==> src/rtl/rr_arb2_mux_feed.sv <==
// rr_arb2_mux_feed: two-channel round-robin arbiter with a per-grant burst
// limit. It drives the select of the downstream 2:1 mux with the current
// grant and presents the granted word through a single-entry registered
// output stage with a valid/ready handshake.
module rr_arb2_mux_feed #(
    parameter int DATA_W    = 1,
    parameter int MAX_BURST = 4
) (
    input  logic              clk,
    input  logic              rst_n,
    input  logic              in0_valid,
    input  logic [DATA_W-1:0] in0_data,
    output logic              in0_ready,
    input  logic              in1_valid,
    input  logic [DATA_W-1:0] in1_data,
    output logic              in1_ready,
    output logic              sel,
    output logic              out_valid,
    output logic [DATA_W-1:0] out_data,
    input  logic              out_ready
);

    // Arbiter states. Grant states encode the granted channel directly.
    localparam logic [1:0] ST_IDLE   = 2'd0;
    localparam logic [1:0] ST_GRANT0 = 2'd1;
    localparam logic [1:0] ST_GRANT1 = 2'd2;

    // Burst limit as a 4-bit value. The legal MAX_BURST range is 1..15.
    localparam logic [3:0] BURST_LIMIT = 4'(MAX_BURST);

    // Map a channel index onto its grant state.
    function automatic logic [1:0] grant_state(input logic ch);
        if (ch) begin
            return ST_GRANT1;
        end else begin
            return ST_GRANT0;
        end
    endfunction

    // Registered state
    logic [1:0]        state_r;
    logic              sel_r;
    logic              out_valid_r;
    logic [DATA_W-1:0] out_data_r;
    logic [3:0]        burst_cnt_r;
    logic              last_served_r;

    // Combinational decode
    logic              granted_s;
    logic              gch_s;
    logic              can_load_s;
    logic              g_valid_s;
    logic              o_valid_s;
    logic              xfer_s;
    logic [DATA_W-1:0] g_data_s;
    logic [3:0]        cnt_next_s;

    // Next-state values
    logic [1:0]        state_next_s;
    logic              sel_next_s;
    logic [3:0]        burst_cnt_next_s;
    logic              last_served_next_s;

    // Decode the current grant, the output-slot availability and the transfer.
    always_comb begin
        granted_s  = (state_r == ST_GRANT0) || (state_r == ST_GRANT1);
        gch_s      = (state_r == ST_GRANT1);
        // The slot can take a word if it is empty or is being drained now.
        can_load_s = !out_valid_r || out_ready;
        if (gch_s) begin
            g_valid_s = in1_valid;
            o_valid_s = in0_valid;
            g_data_s  = in1_data;
        end else begin
            g_valid_s = in0_valid;
            o_valid_s = in1_valid;
            g_data_s  = in0_data;
        end
        xfer_s     = granted_s && g_valid_s && can_load_s;
        // Only completed transfers advance the burst, so stalls never count.
        cnt_next_s = burst_cnt_r + {3'b000, xfer_s};
    end

    assign in0_ready = (state_r == ST_GRANT0) && can_load_s;
    assign in1_ready = (state_r == ST_GRANT1) && can_load_s;

    // Arbitration: pick the next grant, burst count and last-served channel.
    always_comb begin
        state_next_s       = state_r;
        burst_cnt_next_s   = burst_cnt_r;
        last_served_next_s = last_served_r;
        case (state_r)
            ST_IDLE: begin
                burst_cnt_next_s = 4'd0;
                if (in0_valid && in1_valid) begin
                    // Contention: the channel not served most recently wins.
                    state_next_s = grant_state(!last_served_r);
                end else if (in0_valid) begin
                    state_next_s = ST_GRANT0;
                end else if (in1_valid) begin
                    state_next_s = ST_GRANT1;
                end else begin
                    state_next_s = ST_IDLE;
                end
            end
            ST_GRANT0, ST_GRANT1: begin
                if (cnt_next_s == BURST_LIMIT) begin
                    // Burst exhausted: hand over only if the other side wants it.
                    burst_cnt_next_s = 4'd0;
                    if (o_valid_s) begin
                        state_next_s       = grant_state(!gch_s);
                        last_served_next_s = gch_s;
                    end else begin
                        state_next_s       = state_r;
                        last_served_next_s = last_served_r;
                    end
                end else if (!g_valid_s) begin
                    // Granted producer went quiet: release the grant.
                    burst_cnt_next_s   = 4'd0;
                    last_served_next_s = gch_s;
                    if (o_valid_s) begin
                        state_next_s = grant_state(!gch_s);
                    end else begin
                        state_next_s = ST_IDLE;
                    end
                end else begin
                    state_next_s     = state_r;
                    burst_cnt_next_s = cnt_next_s;
                end
            end
            default: begin
                state_next_s       = ST_IDLE;
                burst_cnt_next_s   = 4'd0;
                last_served_next_s = last_served_r;
            end
        endcase
    end

    // Mux select follows the next grant and holds its value through IDLE.
    always_comb begin
        case (state_next_s)
            ST_GRANT0: sel_next_s = 1'b0;
            ST_GRANT1: sel_next_s = 1'b1;
            default:   sel_next_s = sel_r;
        endcase
    end

    // Arbiter state registers.
    always_ff @(posedge clk or negedge rst_n) begin
        if (!rst_n) begin
            state_r       <= ST_IDLE;
            sel_r         <= 1'b0;
            burst_cnt_r   <= 4'd0;
            last_served_r <= 1'b1;
        end else begin
            state_r       <= state_next_s;
            sel_r         <= sel_next_s;
            burst_cnt_r   <= burst_cnt_next_s;
            last_served_r <= last_served_next_s;
        end
    end

    // Single-entry output stage: a new load wins over a same-cycle drain.
    always_ff @(posedge clk or negedge rst_n) begin
        if (!rst_n) begin
            out_valid_r <= 1'b0;
            out_data_r  <= {DATA_W{1'b0}};
        end else if (xfer_s) begin
            out_valid_r <= 1'b1;
            out_data_r  <= g_data_s;
        end else if (out_ready) begin
            out_valid_r <= 1'b0;
            out_data_r  <= out_data_r;
        end else begin
            out_valid_r <= out_valid_r;
            out_data_r  <= out_data_r;
        end
    end

    assign sel       = sel_r;
    assign out_valid = out_valid_r;
    assign out_data  = out_data_r;

endmodule

==> config.mk <==
export PLATFORM = sky130hd
export DESIGN_NAME = rr_arb2_mux_feed
export DESIGN_NICKNAME = d
export VERILOG_FILES = /design/src/rtl/rr_arb2_mux_feed.sv
export SDC_FILE = /design/constraint.sdc
export NUM_CORES = 1
export LEC_CHECK = 0
export ABC_CLOCK_PERIOD_IN_PS = 3600
export BUFFER_PORTS_ARGS = -buffer_cell sky130_fd_sc_hd__buf_2
export CELL_PAD_IN_SITES_DETAIL_PLACEMENT = 0
export CELL_PAD_IN_SITES_GLOBAL_PLACEMENT = 1
export CORE_MARGIN = 2
export CORE_UTILIZATION = 37
export CTS_CLUSTER_SIZE = 10
export DETAILED_ROUTE_END_ITERATION = 16
export GPL_TIMING_DRIVEN = 0
export PLACE_DENSITY_LB_ADDON = 0.08
export SKIP_LAST_GASP = 1
export SYNTH_ARGS = -nofsm -noshare
export SYNTH_HDL_FRONTEND = slang
export SYNTH_SLANG_ARGS = --single-unit
==> constraint.sdc <==
create_clock -name clk -period 3.6 [get_ports clk]
set_clock_uncertainty 0.2 [all_clocks]
set_input_delay 0.72 -clock clk [delete_from_list [all_inputs] [get_ports clk]]
set_output_delay 0.72 -clock clk [all_outputs]
set_load 0.02 [all_outputs]
==> reports/results.tsv <==
metric	value	unit
Max Fclk	0.286	GHz
vias in the first global route	536	
placed cells	106	
Post-Layout Cell Count	117	
layout cell share with drive strength beyond 1	42.4	%
antenna-violating nets left	0	
first-pass GRT wire length	2460	microns
pin count of the biggest net entering global routing	11	
Via density	5.09	
Final Net Count	107	
PortBufs	10	
Crit Path Max Fanout	8	
CTS tree	yes	
# IOs	12	
#FFs+latches synth	10	
number of antenna violations at the first check in global routing	0	
CP endpoint	sel	
Worst-path clk slew	70	ps
maximum VDD drop	0.427	mV
Initial Util	40.2	%
R2R Setup Slk	100	ps
most frequent cells in the layout	10 x buf_2, 8 x dfrtp_1, 8 x buf_4, 6 x nand2_1, 5 x inv_1	
final setup fails	0	
Hold-fix buffers, CTS	0	
Synth cell types	30	
CP Launch Point	state_r[1]	
Ant. Diodes	0	
clock latency on the worst-skew pair	280	ps
Worst R2R End	sel	
Max Buffers Root-to-Sink	2	
Crit Reg-Reg Startpoint	state_r[1]	
average routed wire per standard cell	13.4	microns
GP Congestion	0.726	
Syn Nets	85	
sequential cell area fraction in the yosys report	35.4	%
Die ar.	2280	sq um
final hold violation count	0	
Overflow after GRT	0	
die width	47.8	microns
clock sink count	10	
CORE AREA	1760	sq um
drt total wl	1560	microns
DR vias	596	
H-tree Lvls	1	
Area growth syn-to-layout	35.1	%
CP arrival	3450	ps
Synth warnings	0	
minimum hold slack	96.4	ps
Hold WC Path Type	in -> async	
RSZ-0062 raised after global routing	true	
Mapped Cells	71	
Util after Layout	54.3	%
met3 Use GR	5.66	%
most common cell after layout, fill and taps aside	buf_2	
met1 usage	21.2	%
Worst setup SP type	register	
CTS Buf Count	3	
min cycle time layout	3500	ps
Final Cell Area	958	sq um
number of core rows	15	
drt pass-1 iters	4	
Max Slew Vio Count	0	
max_cap viols	0	
Tightest Pin Transition	366	ps
layer carrying the most global-route usage	met2	
Global Route Usage Sum	16.2	%
Final Cycle Share	97.2	%
leakage power	0.436	nW
met2 global-route usage	23.7	%
placement-stage cell area	836	sq um
CTS Root Buffer Type	clkbuf_4	
Crit Path Class	reg -> reg	
status	complete, no violations	
crit end category	register	
relative slew slack	75.5	%
Syn Std Cell Area	709	sq um
PwrDens	680	nW/um^2
initial drt markers	5	
Vert. Die Dim	47.8	microns
CP required	3550	ps
Syn Area/Cell	9.99	sq um
worst-case reg-to-reg path depth	12	
# DRC	0	
repair_timing:
item                       4_1_cts  5_1_grt
setup endpoints to repair        1        1
gates resized for setup          2        7
buffers inserted                 2        6
cloned                           0        0
pin swaps                        0        3
sequential cells by signal (all words and copies together), names as in the netlist:
name           count
burst_cnt_r        4
sel                1
state_r            2
out_valid          1
out_data           1
last_served_r      1
logic make-up (layout without fill, tap and decap cells):
| group | count (synthesis) | count (layout) | share of synthesized area (%) |
|---|---|---|---|
| mux | 8 | 8 | 12.5 |
| simple gates | 20 | 20 | 14.6 |
| flops | 10 | 10 | 35.5 |
| compound gates | 15 | 15 | 17.8 |
| fa+ha+maj | 7 | 7 | 12.3 |
| buf+inv | 9 | 30 | 4.76 |
| xor+xnor | 2 | 2 | 2.47 |
Yosys cell counts:
master	count	area, sq um
xnor2_1	1	8.76
o21ai_0	3	15.0
o22ai_1	1	6.26
mux2i_1	4	40.0
nand2b_1	3	18.8
nand3_1	1	5.00
ha_1	7	87.6
a31oi_1	3	18.8
o2111a_1	1	11.3
and2_1	2	12.5
a211oi_1	1	7.51
mux2_2	3	33.8
a21oi_1	1	5.00
and3_1	2	12.5
or4_1	1	7.51
and3_2	1	7.51
clkbuf_1	3	11.3
dfstp_2	1	26.3
or3_1	1	6.26
xor2_1	1	8.76
mux2_4	1	15.0
nand2_1	6	22.5
nor2_1	3	11.3
o221ai_1	1	8.76
a31o_1	1	8.76
o41ai_4	1	27.5
a311oi_1	1	8.76
a22o_1	1	8.76
dfrtp_1	9	225
inv_1	6	22.5
worst max-delay path: stages (launching register included):
cell	delay [ps]
dfrtp_2	450
ha_4	170
buf_8	120
mux2_4	300
and3_4	180
ha_4	170
ha_4	230
or4_4	430
o41ai_4	90
mux2_4	350
a31oi_1	170
ha_1	250
mux2_2	260
worst min path at each step:
stage	from	end	slack [ps]	cells past startpoint
after global placement	sel	sel	290	1
after global routing	rst_n	burst_cnt_r[1]	110	1
after floorplan	rst_n	burst_cnt_r[0]	220	0
after detailed placement	sel	sel	300	1
after CTS	rst_n	out_valid	100	1
final	rst_n	out_valid	100	1
routing by layer:
metal | vias up | share of wire [%] | routed length, microns
li1 | 300 | - | -
met1 | 281 | 51 | 805
met2 | 13 | 42 | 663
met3 | 2 | 4.9 | 77
met4 | 0 | 1.1 | 17
met5 | - | 0 | 0
metrics by stage:
stage                     setup WS, ps  setup TNS (ps)  power (mW)
after floorplan                   26.1               0       0.407
after global placement            -157            -157       0.478
after detailed placement          -144            -144       0.480
after CTS                         10.5               0       0.585
after global routing             -19.2           -19.2       0.707
final                             99.7               0       0.652
layout make-up:
cell class	count	area [sq um]
Fill cell	180	806
Buffer	2	22.5
Timing Repair Buffer	18	110
Inverter	6	22.5
Tap cell	25	31.3
Clock buffer	4	26.3
Multi-Input combinational cell	52	493
Sequential cell	10	253
where the power goes:
group / leakage [nW] / internal (mW) / switching, mW / total [mW]
Sequential: 0.128 / 0.150 / 0.0256 / 0.175
Combinational: 0.294 / 0.199 / 0.195 / 0.394
Clock: 0.0150 / 0.0429 / 0.0401 / 0.0830
Power figures use the tool's default switching activity.
